File: src/rtl/ldrw_pipe.sv
// Lattice-gas drawing stage: reduces a group of NCELL FHP cells to one ARGB pixel
// through a two-stage valid/ready pipeline, and keeps a per-frame particle total.
module ldrw_pipe #(
    parameter int          NCELL     = 4,
    parameter int          PBITS     = 7,
    parameter int          SHIFT     = 3,
    parameter logic [31:0] WALL_ARGB = 32'h00000077,
    parameter int          TOT_W     = 24
) (
    input  logic               clk,
    input  logic               rst_n,
    input  logic               in_valid,
    output logic               in_ready,
    input  logic [8*NCELL-1:0] in_cells,
    input  logic [1:0]         in_mode,
    input  logic               in_sof,
    input  logic               in_eof,
    output logic               out_valid,
    input  logic               out_ready,
    output logic [31:0]        out_argb,
    output logic [TOT_W-1:0]   frame_total,
    output logic               frame_done
);

    localparam int CW  = $clog2(NCELL*PBITS+1);
    localparam int PCW = $clog2(PBITS+1);
    // Colour arithmetic is kept at least 9 bits wide so the >255 clamp and the
    // 8-bit raw slice are always in range, even for tiny NCELL/SHIFT.
    localparam int LW  = (CW+SHIFT > 9) ? CW+SHIFT : 9;
    localparam int AW  = ((TOT_W > CW) ? TOT_W : CW) + 1;

    logic [PCW-1:0]   cell_pop [NCELL];
    logic [NCELL-1:0] wall_bits;
    logic [CW-1:0]    cnt_in;
    logic             wall_in;

    generate
        for (genvar gi = 0; gi < NCELL; gi++) begin : g_cell
            assign cell_pop[gi]  = PCW'($countones(in_cells[8*gi +: PBITS]));
            assign wall_bits[gi] = in_cells[8*gi+7];
        end
    endgenerate

    always_comb begin
        cnt_in = '0;
        for (int k = 0; k < NCELL; k++) begin
            cnt_in = cnt_in + CW'(cell_pop[k]);
        end
    end
    assign wall_in = |wall_bits;

    logic             s1_valid_q, s1_valid_d;
    logic [CW-1:0]    s1_cnt_q, s1_cnt_d;
    logic             s1_wall_q, s1_wall_d;
    logic [1:0]       s1_mode_q, s1_mode_d;
    logic             s2_valid_q, s2_valid_d;
    logic [31:0]      s2_argb_q, s2_argb_d;
    logic [TOT_W-1:0] acc_q, acc_d;
    logic [TOT_W-1:0] total_q, total_d;
    logic             done_q, done_d;

    logic s2_adv, s1_adv, in_fire;
    assign s2_adv   = !s2_valid_q || out_ready;
    assign s1_adv   = !s1_valid_q || s2_adv;
    assign in_ready = s1_adv;
    assign in_fire  = in_valid && s1_adv;

    logic [LW-1:0] shl, cnt_ext;
    logic [7:0]    lvl;
    logic [31:0]   colour;

    always_comb begin
        cnt_ext = LW'(s1_cnt_q);
        shl     = cnt_ext << SHIFT;
        lvl     = (shl > LW'(255)) ? 8'hFF : shl[7:0];
        case (s1_mode_q)
            2'b00:   colour = {8'h00, lvl, lvl, lvl};
            2'b01:   colour = {8'h00, lvl, 8'h00, 8'hFF - lvl};
            2'b10:   colour = {24'h000000, cnt_ext[7:0]};
            default: colour = 32'h00000000;
        endcase
        // Raw mode reports the count even over walls.
        if (s1_wall_q && s1_mode_q != 2'b10) begin
            colour = WALL_ARGB;
        end
    end

    logic [TOT_W-1:0] acc_base, acc_next;
    logic [AW-1:0]    acc_sum;

    always_comb begin
        acc_base = in_sof ? '0 : acc_q;
        acc_sum  = AW'(acc_base) + AW'(cnt_in);
        acc_next = (acc_sum > AW'({TOT_W{1'b1}})) ? {TOT_W{1'b1}} : acc_sum[TOT_W-1:0];
    end

    always_comb begin
        s1_valid_d = s1_valid_q;
        s1_cnt_d   = s1_cnt_q;
        s1_wall_d  = s1_wall_q;
        s1_mode_d  = s1_mode_q;
        s2_valid_d = s2_valid_q;
        s2_argb_d  = s2_argb_q;
        acc_d      = acc_q;
        total_d    = total_q;
        done_d     = 1'b0;
        if (s1_adv) begin
            s1_valid_d = in_fire;
            if (in_fire) begin
                s1_cnt_d  = cnt_in;
                s1_wall_d = wall_in;
                s1_mode_d = in_mode;
            end
        end
        if (s2_adv) begin
            s2_valid_d = s1_valid_q;
            if (s1_valid_q) begin
                s2_argb_d = colour;
            end
        end
        if (in_fire) begin
            if (in_eof) begin
                total_d = acc_next;
                acc_d   = '0;
                done_d  = 1'b1;
            end else begin
                acc_d = acc_next;
            end
        end
    end

    always_ff @(posedge clk or negedge rst_n) begin
        if (!rst_n) begin
            s1_valid_q <= 1'b0;
            s1_cnt_q   <= '0;
            s1_wall_q  <= 1'b0;
            s1_mode_q  <= 2'b00;
            s2_valid_q <= 1'b0;
            s2_argb_q  <= 32'h00000000;
            acc_q      <= '0;
            total_q    <= '0;
            done_q     <= 1'b0;
        end else begin
            s1_valid_q <= s1_valid_d;
            s1_cnt_q   <= s1_cnt_d;
            s1_wall_q  <= s1_wall_d;
            s1_mode_q  <= s1_mode_d;
            s2_valid_q <= s2_valid_d;
            s2_argb_q  <= s2_argb_d;
            acc_q      <= acc_d;
            total_q    <= total_d;
            done_q     <= done_d;
        end
    end

    assign out_valid   = s2_valid_q;
    assign out_argb    = s2_argb_q;
    assign frame_total = total_q;
    assign frame_done  = done_q;

endmodule

File: config.mk
export PLATFORM = sky130hd
export DESIGN_NAME = ldrw_pipe
export DESIGN_NICKNAME = d
export VERILOG_FILES = /design/src/rtl/ldrw_pipe.sv
export SDC_FILE = /design/constraint.sdc
export NUM_CORES = 1
export LEC_CHECK = 0
export ABC_AREA = 1
export BUFFER_PORTS_ARGS = -buffer_cell sky130_fd_sc_hd__buf_2
export CELL_PAD_IN_SITES_DETAIL_PLACEMENT = 0
export CELL_PAD_IN_SITES_GLOBAL_PLACEMENT = 1
export CORE_UTILIZATION = 40
export DETAILED_ROUTE_END_ITERATION = 8
export GPL_TIMING_DRIVEN = 0
export HOLD_SLACK_MARGIN = 0.05
export PLACE_DENSITY_LB_ADDON = 0.25
export SYNTH_ARGS = -nofsm -noshare
export SYNTH_HDL_FRONTEND = slang
export SYNTH_SLANG_ARGS = --single-unit
File: constraint.sdc
create_clock -name clk -period 3.4 [get_ports clk]
set_clock_uncertainty 0.15 [all_clocks]
set_input_delay 0.34 -clock clk [delete_from_list [all_inputs] [get_ports clk]]
set_output_delay 0.34 -clock clk [all_outputs]
set_load 0.05 [all_outputs]
Word-level counts from Yosys, hierarchy flattened
Cells that the tools add are included.
{"block": "word_totals", "ff_bits": 91, "in_bits": 40}
{"block": "classes", "add_sub_neg": 29, "order_cmp": 2, "n_eq_ne": 3, "mux": 8, "reduce_logical": 11}
{"cell": "two-way mux 24 bit", "n": 3}
{"cell": "one-hot mux 24 bit (3 select lines)", "n": 1}
{"cell": "two-way mux 32 bit", "n": 1}
{"cell": "adder 24 x 5 -> 25 bit", "n": 1}
{"cell": "> comparator 25 x 24 -> 1 bit (second input constant)", "n": 1}
{"cell": "adder 1 x 1 -> 2 bit", "n": 12}
{"cell": "adder 2 x 1 -> 3 bit", "n": 4}
{"cell": "adder 2 x 2 -> 3 bit", "n": 4}
{"cell": "adder 3 bit", "n": 4}
{"cell": "> comparator 8 bit (second input constant)", "n": 1}
{"cell": "two-way mux 8 bit", "n": 1}
{"cell": "subtractor 8 bit (first input constant)", "n": 1}
{"cell": "AND reduction 2 bit", "n": 3}
{"cell": "adder 4 x 3 -> 5 bit", "n": 1}
{"cell": "adder 5 x 3 -> 5 bit", "n": 1}
{"cell": "adder 3 x 3 -> 4 bit", "n": 1}
{"cell": "OR reduction 4 bit", "n": 1}
{"cell": "== test 2 x 1 -> 1 bit (second input constant)", "n": 1}
{"cell": "== test 2 bit (second input constant)", "n": 1}
{"cell": "logical AND 1 bit", "n": 2}
{"cell": "logical NOT 1 bit", "n": 2}
{"cell": "logical NOT 2 bit", "n": 1}
{"cell": "logical OR 1 bit", "n": 2}
{"cell": "two-way mux 1 bit", "n": 2}
{"cell": "!= test 2 bit (second input constant)", "n": 1}

Depth between registers and ports, before layout
Gate-level depths: netlist of run 1.
{"block": "logic_depth", "depth_word": 10, "ltp_mapped": 26, "ltp_nobuf": 26}

Worst setup path after synthesis of run 1
OpenSTA, ideal clock, no wires.
{"block": "synth_path", "path_kind": "in2reg", "from": "input in_cells[19]", "to": "register acc_q[9]", "setup_ps": 128, "arrival_ps": 5389, "t_required_ps": 3122, "setup_slack_ps": -2267, "path_stages": 24, "path_cell_list": "fa_1 > inv_1 > fa_1 > inv_1 > fa_1 > inv_1 > fa_1 > fa_1 > fa_1 > inv_1 > ha_1 > inv_1 > fa_1 > o21ai_0 > xor2_1 > ha_1 > a21oi_1 > nand3_1 > nand2_1 > nand2_1 > nand2_1 > nand2_2 > nand2_1 > o21ai_1"}
{"block": "synth_between", "elab_chain_len": 9}
{"element": "start: declaration", "line": "14", "text": "input logic [8*NCELL-1:0] in_cells,"}
{"element": "adder 1 x 1 -> 2 bit (*)", "line": "39", "text": "assign cell_pop[gi] = PCW'($countones(in_cells[8*gi +: PBITS]));"}
{"element": "adder 2 x 2 -> 3 bit (*)", "line": "39"}
{"element": "adder 3 bit (*)", "line": "39"}
{"element": "adder 4 x 3 -> 5 bit (*)", "line": "47", "text": "cnt_in = cnt_in + CW'(cell_pop[k]);"}
{"element": "adder 5 x 3 -> 5 bit (*)", "line": "47"}
{"element": "named net cnt_in[4]", "line": "34", "text": "logic [CW-1:0] cnt_in;"}
{"element": "adder 24 x 5 -> 25 bit (*)", "line": "93", "text": "acc_sum = AW'(acc_base) + AW'(cnt_in);"}
{"element": "> comparator 25 x 24 -> 1 bit", "line": "94", "text": "acc_next = (acc_sum > AW'({TOT_W{1'b1}})) ? {TOT_W{1'b1}} : acc_sum[TOT_W-1:0];"}
{"element": "two-way mux 24 bit (*)", "line": "94"}
{"element": "two-way mux 24 bit (*)", "line": "122", "text": "if (in_eof) begin"}
{"element": "end signal: assignment", "line": "140", "text": "acc_q <= '0;"}
{"element": "end signal: assignment", "line": "150", "text": "acc_q <= acc_d;"}
{"element": "end: declaration", "line": "58", "text": "logic [TOT_W-1:0] acc_q, acc_d;"}
The timed path passes the listed nets; every way through them passes the cells marked *.
A chain may end at the register's enable or synchronous reset.

Final worst setup path of run 1
{"block": "layout_path", "from": "input in_cells[19]", "to": "register total_q[13], in the netlist frame_total[13]"}
{"block": "layout_between", "elab_chain_len": 8}
{"element": "adder 1 x 1 -> 2 bit (*)", "line": "39"}
{"element": "adder 2 x 2 -> 3 bit (*)", "line": "39"}
{"element": "adder 3 bit (*)", "line": "39"}
{"element": "adder 4 x 3 -> 5 bit (*)", "line": "47"}
{"element": "adder 5 x 3 -> 5 bit (*)", "line": "47"}
{"element": "named net cnt_in[4]", "line": "34"}
{"element": "adder 24 x 5 -> 25 bit (*)", "line": "93"}
{"element": "> comparator 25 x 24 -> 1 bit", "line": "94"}
{"element": "two-way mux 24 bit (*)", "line": "94"}
{"element": "end signal: assignment", "line": "151", "text": "total_q <= total_d;"}
{"element": "end: declaration", "line": "59", "text": "logic [TOT_W-1:0] total_q, total_d;"}
Marked as above.

==> results.md, run 1 <==
| Step | Item | This run |
|---|---|---|
| die | Starting Density | 41.1% |
| outcome | Failing checks | negative setup slack |
| route | Via total after detailed routing | 4462 |
| setup path | Worst reg-to-reg path cell count | 13 |
| setup path | Critical register-to-register path startpoint | acc_q[0] |
| clock network | Root buffer cell | sky130_fd_sc_hd__clkbuf_16 |
| synthesis | Mapped Cells | 650 |
| synthesis | Synth Warn # | 0 |
| setup path | Critical path data arrival time | 5.80 ns |
| timing | Final worst slack | -2.28 ns |
| timing | Unrepaired setup endpoints after global routing | true |
| route | Remaining antenna violation count | 0 |
| synthesis | Top_reg_cell synth | sky130_fd_sc_hd__dfrtp_1 |
| clock network | Deepest level of the CTS H-tree | 3 |
| route | Initial DRC Count | 270 |
| finish | Final cell count without fillers | 949 |
| clock network | TritonCTS buffer count | 9 |
| finish | Ratio of cells with drive above 1 in the final layout | 30.2% |
| setup path | Category of the worst setup path capture point | register |
| clock network | Number of sinks driven by the clock tree | 77 |
| setup path | Critical path required time | 3.52 ns |
| outcome | Outcome | finished, violations left |
| pwr | Total power density per cell area | 1040 mW/mm^2 |
| grt | Antenna violations before repair | 0 |
| setup path | Kind of start point of the critical path | input port |
| min path | HP Start | in_mode[1] |
| synthesis | Number of flip-flops and latches in the synthesized netlist | 77 |
| die | # IOs | 99 |
| clock network | Buffer depth of the longest clock path | 2 |
| placed design | DP Cell Count | 916 |
| grt | GR Util All Layers | 21.1% |
| synthesis | Post-synth top area share | 38.9% |
| min path | Hold Path Class | in2reg |
| route | Total Wirelength | 12.9 mm |
| synthesis | Count of flip-flops with a built-in enable after synthesis | 0 |
| clock network | Clock tree from TritonCTS | done |
| clock network | Clk slew on worst S/H paths | 0.06 ns |
| grt | Wire length of the first global-routing pass | 21.1 mm |
| pwr | IR Drop Worst-Case VDD | 0.625 mV |
| synthesis | Mapped Area | 0.00495 sq mm |
| placed design | Input/output buffers | 84 |
| setup path | Category of the most critical setup path | in2reg |
| setup path | Crit path max-delay cell type | sky130_fd_sc_hd__fa_1 |
| die | Floorplan die width | 113 microns |
| synthesis | Post-synthesis sequential area ratio | 38.9% |
| flow run | Max-cap violations | 0 |
| min path | Hold Path Sink | s1_mode_q[1] |
| route | Number of optimization iterations in the first detailed-route pass | 5 |
| die | Number of placement rows | 40 |
| synthesis | Count of distinct cell types in the synthesized netlist | 33 |
| synthesis | Syn_area_per_cell | 7.62 sq um |
| setup path | Critical path origin | in_cells[19] |
| die | Die area | 0.0128 sq mm |
| route | DRC errors left | 0 |
| synthesis | Async set-or-reset flop fraction in the synthesized netlist | 100% |
| placed design | Routability cong. | 0.883 |
| grt | Remaining Overflow, GRT | 0 |
| finish | Cell area after layout | 0.00654 sq mm |
| timing | Final number of hold-violating endpoints | 0 |
| clock network | Clock latency of the later-clocked register in the worst-skew pair | 0.34 ns |
| synthesis | Cells taking the most area after synthesis | sky130_fd_sc_hd__dfrtp_1, sky130_fd_sc_hd__nand2_1, sky130_fd_sc_hd__fa_1 |
| timing | Count of pins over their slew limit | 0 |
| finish | Antenna Diode Count | 0 |
| route | Routed wire per std cell | 13.6 microns |
| timing | Final setup violating endpoints | 53 |
| timing | Slew at the pin closest to its max-slew limit | 0.606 ns |
| timing | Fmax | 176 MHz |
| synthesis | Ranking of synthesized cells by instance count | sky130_fd_sc_hd__nand2_1, sky130_fd_sc_hd__inv_1, sky130_fd_sc_hd__dfrtp_1 |
| setup path | Worst R2R Setup Slack | 1.02 ns |
| timing | Post-route minimum period | 5.68 ns |
| finish | Number of nets at the end of the flow | 850 |
| die | Die height | 113 microns |
| synthesis | Synth area leader | sky130_fd_sc_hd__dfrtp_1 |
| route | Via-per-instance ratio | 4.70 |
| setup path | Reg-to-reg endpoint | acc_q[12] |
| setup path | Crit path largest cell delay | 0.54 ns |
| grt | Via count of the first global-routing pass | 4326 |
| finish | P&R area growth vs syn | 32.1% |
| grt | Maximum number of pins on one net before global-route repair | 54 |
| timing | Slew Limit Headroom | 59.6% |
| placed design | HPWL reported at the end of detailed placement | 9.56 mm |
| timing | Tcrit/Tclk final | 167% |
| min path | Hold path depth | 3 |
| synthesis | Most frequent cell after synthesis | sky130_fd_sc_hd__nand2_1 |
| die | Core area | 0.0121 sq mm |
| placed design | Dpl cell area | 0.00571 sq mm |
| setup path | Largest fanout on the critical path | 10 |
| pwr | Leak Pwr | 3.56 nW |
==> worst max-delay path, delay by kind of cell <==
family	cells	cell delay, ns
buffers and inverters	7	0.53
AOI/OAI and AO/OA	1	0.16
and+or+nand+nor	8	0.84
xor gates and xnor gates	1	0.26
adders and majority gates	9	3.66
==> area by class of cell <==
| class | instances | area, sq um |
|---|---|---|
| Tap cell | 168 | 210 |
| Clock inverter | 5 | 58.8 |
| Fill cell | 1118 | 5520 |
| Timing Repair Buffer | 101 | 604 |
| Sequential cell | 77 | 1930 |
| Inverter | 82 | 308 |
| Multi-Input combinational cell | 474 | 2960 |
| Buffer | 31 | 236 |
| Clock buffer | 11 | 243 |
==> power by group <==
group	switching, mW	leakage [nW]	internal, mW	total (mW)
combinational	2.70	2.40	1.95	4.65
sequential	0.107	1.02	1.09	1.20
clock	0.375	0.142	0.590	0.965
==> repair_timing <==
action,in CTS,in global routing
buffers inserted,20,7
endpoints found under the hold margin,24,0
hold buffers,1,0
pin swaps,21,17
endpoints found under the setup margin,53,53
gates resized for setup,54,48
gates cloned,0,2
==> worst max path at each step <==
stage | slack (ns) | to
2_1_floorplan | -2.16 | acc_q[4]
3_3_place_gp | -2.75 | frame_total[13]
3_5_place_dp | -2.85 | frame_total[13]
4_1_cts | -2.24 | frame_total[12]
5_1_grt | -2.49 | acc_q[20]
6_report | -2.28 | frame_total[13]
==> metrics by stage <==
| step | hold slack, ns | setup TNS, ns | setup slack, ns | power (mW) | util [%] |
|---|---|---|---|---|---|
| floorplan | -0.106 | -106.20 | -2.16 | 3.75 | - |
| global placement | 0.307 | -133.60 | -2.75 | 4.45 | 47.1 |
| detailed placement | 0.134 | -137.53 | -2.85 | 4.49 | 47.3 |
| CTS | 0.0599 | -112.01 | -2.24 | 7.41 | 53.1 |
| global route | 0.0724 | -123.82 | -2.49 | 7.28 | 54.3 |
| finish | 0.0622 | -111.99 | -2.28 | 6.81 | 54.3 |
==> cells by family (layout without fill, tap and decap cells) <==
| logic type | Yosys count | after routing | synth area share, % |
|---|---|---|---|
| AO/OA/AOI/OAI | 36 | 36 | 4.04 |
| adder cells (fa/ha/maj) | 34 | 34 | 11.8 |
| other | 1 | 14 | 0.0757 |
| buffers and inverters | 113 | 230 | 10.6 |
| XOR/XNOR | 10 | 10 | 1.77 |
| AND/OR/NAND/NOR | 379 | 380 | 32.8 |
| flip-flops | 77 | 77 | 38.9 |
==> flip-flops by register name (all words and copies together), names as in the netlist <==
register,cells
out_argb,18
s1_valid_q,1
frame_total,24
out_valid,1
frame_done,1
acc_q,24
s1_wall_q,1
s1_cnt_q,5
s1_mode_q,2
==> cell usage in the layout (no fill, tap or decap), types with 5 or more instances in the layout <==
cell type,synthesis,layout
sky130_fd_sc_hd__clkbuf_1,7,8
sky130_fd_sc_hd__a31oi_1,5,5
sky130_fd_sc_hd__nand3_4,1,12
sky130_fd_sc_hd__fa_1,21,15
sky130_fd_sc_hd__nand2_1,257,229
sky130_fd_sc_hd__nor2_1,42,39
sky130_fd_sc_hd__nand2_4,0,5
sky130_fd_sc_hd__dfrtp_1,77,77
sky130_fd_sc_hd__inv_2,4,9
sky130_fd_sc_hd__nand3_2,10,11
sky130_fd_sc_hd__ha_1,13,10
sky130_fd_sc_hd__nor2_2,7,8
sky130_fd_sc_hd__fa_2,0,6
sky130_fd_sc_hd__clkbuf_16,0,10
sky130_fd_sc_hd__nand2_2,7,28
sky130_fd_sc_hd__buf_2,6,88
sky130_fd_sc_hd__conb_1,1,14
sky130_fd_sc_hd__nand3_1,47,36
sky130_fd_sc_hd__o21ai_0,21,15
sky130_fd_sc_hd__buf_4,14,27
sky130_fd_sc_hd__inv_1,78,73
==> layer usage <==
metal  up-vias  routed length (microns)  GRT usage (%)  share of wire, %
met1      2098                     6220           30.0                48
met4         0                      212           8.07               1.6
li1       2228                        -              -                 -
met2       117                     5890           33.3                46
met3        19                      541           1.98               4.2
met5         -                        0              0                 0
No activity file was read; power rests on OpenSTA's default activity.
==> run 2, diff against run 1 <==
Settings changed: BUFFER_PORTS_ARGS -buffer_cell sky130_fd_sc_hd__buf_2 to unset, CELL_PAD_IN_SITES_DETAIL_PLACEMENT 0 to unset, CELL_PAD_IN_SITES_GLOBAL_PLACEMENT 1 to unset, DONT_BUFFER_PORTS set to 1.
Clock period 3.4 ns to 6.5 ns, I/O delays scaled along.
==> results.md, run 2 (same netlist as run 1, synthesis figures left out) <==
| Step | Item | This run | vs previous |
|---|---|---|---|
| timing | Slew Limit Headroom | 58.1% | -1.6 points |
| finish | Ratio of cells with drive above 1 in the final layout | 10.9% | -19 points |
| clock network | Buffer depth of the longest clock path | 2 | unchanged |
| grt | Wire length of the first global-routing pass | 19.9 mm | -5.7% |
| clock network | Deepest level of the CTS H-tree | 3 | unchanged |
| grt | Via count of the first global-routing pass | 4005 | -7.4% |
| setup path | Critical path required time | 6.59 ns | +3.07 ns |
| setup path | Kind of start point of the critical path | input port |  |
| finish | Highest-count cells in the layout ignoring fill and taps | sky130_fd_sc_hd__nand2_1, sky130_fd_sc_hd__inv_1, sky130_fd_sc_hd__dfrtp_1, sky130_fd_sc_hd__nand3_1, sky130_fd_sc_hd__nor2_1 |  |
| setup path | Largest fanout on the critical path | 6 | -4 |
| timing | Final setup violating endpoints | 0 | -100% |
| setup path | Critical path data arrival time | 6.28 ns | +0.48 ns |
| timing | Fmax | 162 MHz |  |
| finish | Util after Layout | 46.3% | -7.9 points |
| grt | Antenna violations before repair | 0 | unchanged |
| clock network | Number of sinks driven by the clock tree | 77 | unchanged |
| grt | GR Util All Layers | 20.1% | -0.95 points |
| pwr | IR Drop Worst-Case VDD | 0.331 mV | -47% |
| route | Number of optimization iterations in the first detailed-route pass | 5 | unchanged |
| finish | Antenna Diode Count | 0 | unchanged |
| die | Die height | 113 microns | unchanged |
| flow run | Max-cap violations | 0 | unchanged |
| timing | Unrepaired setup endpoints after global routing | false |  |
| route | DRC errors left | 0 | unchanged |
| placed design | Input/output buffers | 0 | -100% |
| placed design | Routability cong. | 0.890 | +0.84% |
| outcome | Outcome | finished, final reports clean |  |
| route | Via-per-instance ratio | 4.80 | +2.1% |
| die | Floorplan die width | 113 microns | unchanged |
| timing | Final number of hold-violating endpoints | 0 | unchanged |
| timing | Hold Worst Slack | 0.0479 ns | -0.0143 ns |
| clock network | Clock tree from TritonCTS | done |  |
| pwr | Total power density per cell area | 499 mW/mm^2 | -52% |
| die | Starting Density | 41.1% | unchanged |
| setup path | Category of the worst setup path capture point | register |  |
| die | # IOs | 99 | unchanged |
| timing | Count of pins over their slew limit | 0 | unchanged |
| finish | P&R area growth vs syn | 12.9% |  |
| pwr | Leak Pwr | 3.03 nW | -15% |
| finish | Number of nets at the end of the flow | 749 | -12% |
| setup path | Worst R2R Setup Slack | 3.49 ns | +2.47 ns |
| timing | Tcrit/Tclk final | 95.3% |  |
| clock network | Root buffer cell | sky130_fd_sc_hd__clkbuf_16 |  |
| route | Remaining antenna violation count | 0 | unchanged |
| die | Number of placement rows | 40 | unchanged |
| clock network | Clk slew on worst S/H paths | 0.06 ns | about the same |
| die | Die area | 0.0128 sq mm | unchanged |
| timing | Slew at the pin closest to its max-slew limit | 0.627 ns | +0.0216 ns |
| pwr | Final total power | 2.79 mW | -59% |
| timing | Post-route minimum period | 6.19 ns |  |
| route | Routed wire per std cell | 14.2 microns | +4.4% |
| placed design | HPWL reported at the end of detailed placement | 8.91 mm | -6.8% |
| grt | Maximum number of pins on one net before global-route repair | 78 | +44% |
| setup path | Category of the most critical setup path | in2reg |  |
| route | Total Wirelength | 12.0 mm | -6.7% |
| placed design | Place WS | -0.0294 ns | +2.83 ns |
| clock network | TritonCTS buffer count | 9 | unchanged |
| clock network | Clock latency of the later-clocked register in the worst-skew pair | 0.34 ns | about the same |
| timing | Final worst slack | 0.309 ns | +2.59 ns |
| die | Core area | 0.0121 sq mm | unchanged |
| grt | Remaining Overflow, GRT | 0 | unchanged |
| route | Initial DRC Count | 231 | -14% |
| timing | Post-route setup TNS | 0 ns | +111.99 ns |
| route | Via total after detailed routing | 4072 | -8.7% |
| min path | Hold Path Class | in2async |  |
| finish | Leading cell type in the layout, fill and taps excluded | sky130_fd_sc_hd__nand2_1 |  |
## run 2: cell types whose count changed in the layout (fill, tap and decap cells not counted), moves of 5 or more
cell                      delta
sky130_fd_sc_hd__buf_4      -13
sky130_fd_sc_hd__nand2_2    -21
sky130_fd_sc_hd__inv_2       -5
sky130_fd_sc_hd__o21ai_0     +6
sky130_fd_sc_hd__inv_1       +5
sky130_fd_sc_hd__fa_2        -6
sky130_fd_sc_hd__nand3_4    -11
sky130_fd_sc_hd__nand2_4     -5
sky130_fd_sc_hd__nand2_1    +28
sky130_fd_sc_hd__buf_2      -82
sky130_fd_sc_hd__fa_1        +6
sky130_fd_sc_hd__nand3_1    +10
## run 2: final timing paths
kind / start / to / depth (start not counted)
max in group asynchronous: rst_n / frame_total[5] / 1
worst min-delay path: rst_n / acc_q[12] / 1
worst min register to register: acc_q[23] / acc_q[23] / 2
min in group clk: in_mode[1] / s1_mode_q[1] / 2
worst max-delay path: in_cells[19] / frame_total[23] / 26
worst max register to register: out_valid / frame_total[7] / 7
## run 2: critical path: stages
cell and delay (ns):
sky130_fd_sc_hd__fa_1 0.52, sky130_fd_sc_hd__inv_1 0.05, sky130_fd_sc_hd__fa_1 0.49, sky130_fd_sc_hd__inv_1 0.05
sky130_fd_sc_hd__fa_1 0.47, sky130_fd_sc_hd__inv_1 0.05, sky130_fd_sc_hd__fa_1 0.47, sky130_fd_sc_hd__fa_1 0.53
sky130_fd_sc_hd__fa_1 0.41, sky130_fd_sc_hd__inv_1 0.06, sky130_fd_sc_hd__ha_1 0.16, sky130_fd_sc_hd__inv_1 0.06
sky130_fd_sc_hd__fa_1 0.39, sky130_fd_sc_hd__o21ai_0 0.22, sky130_fd_sc_hd__xor2_1 0.27, sky130_fd_sc_hd__ha_1 0.32
sky130_fd_sc_hd__a21oi_1 0.25, sky130_fd_sc_hd__inv_1 0.11, sky130_fd_sc_hd__nand2_1 0.08, sky130_fd_sc_hd__nand2_1 0.22
sky130_fd_sc_hd__nand2_1 0.15, sky130_fd_sc_hd__nand2_1 0.05, sky130_fd_sc_hd__nand2_1 0.05, sky130_fd_sc_hd__nand2_1 0.07
sky130_fd_sc_hd__nand2_1 0.07, sky130_fd_sc_hd__nand2_1 0.05
## run 2: layout make-up
class	count	area (sq um)
buffer	31	219
clock buffer	9	225
clock inverter	7	120
fill	1226	6470
inverter	82	308
multi-input combinational	473	2550
sequential	77	1930
tap	168	210
timing repair buffer	1	27.5
## run 2: through the flow
step | cells | cell area [sq um]
after floorplan | 663 | 5000
after global placement | 831 | 5210
after detailed placement | 831 | 5210
after CTS | 848 | 5590
after global routing | 848 | 5590
final | 848 | 5590
## run 2: report_power, final
group,internal [mW],switching [mW],total [mW],leakage (nW)
Combinational,0.542,0.852,1.39,1.84
Clock,0.377,0.209,0.586,0.166
Sequential,0.566,0.247,0.812,1.02
Total,1.48,1.31,2.79,3.03
## run 2: per-layer routing
layer	up-vias	global-route usage [%]	share of wire, %
li1	2033	-	-
met1	1896	26.5	45
met2	132	32.1	47
met3	11	5.78	7.2
met4	0	6.05	1.1
met5	-	0	0
## run 2: repair_timing
action,in CTS,in global routing
hold buffers,1,0
endpoints found under the hold margin,77,0
gates resized for setup,0,1
buffers inserted,0,0
endpoints found under the setup margin,0,6
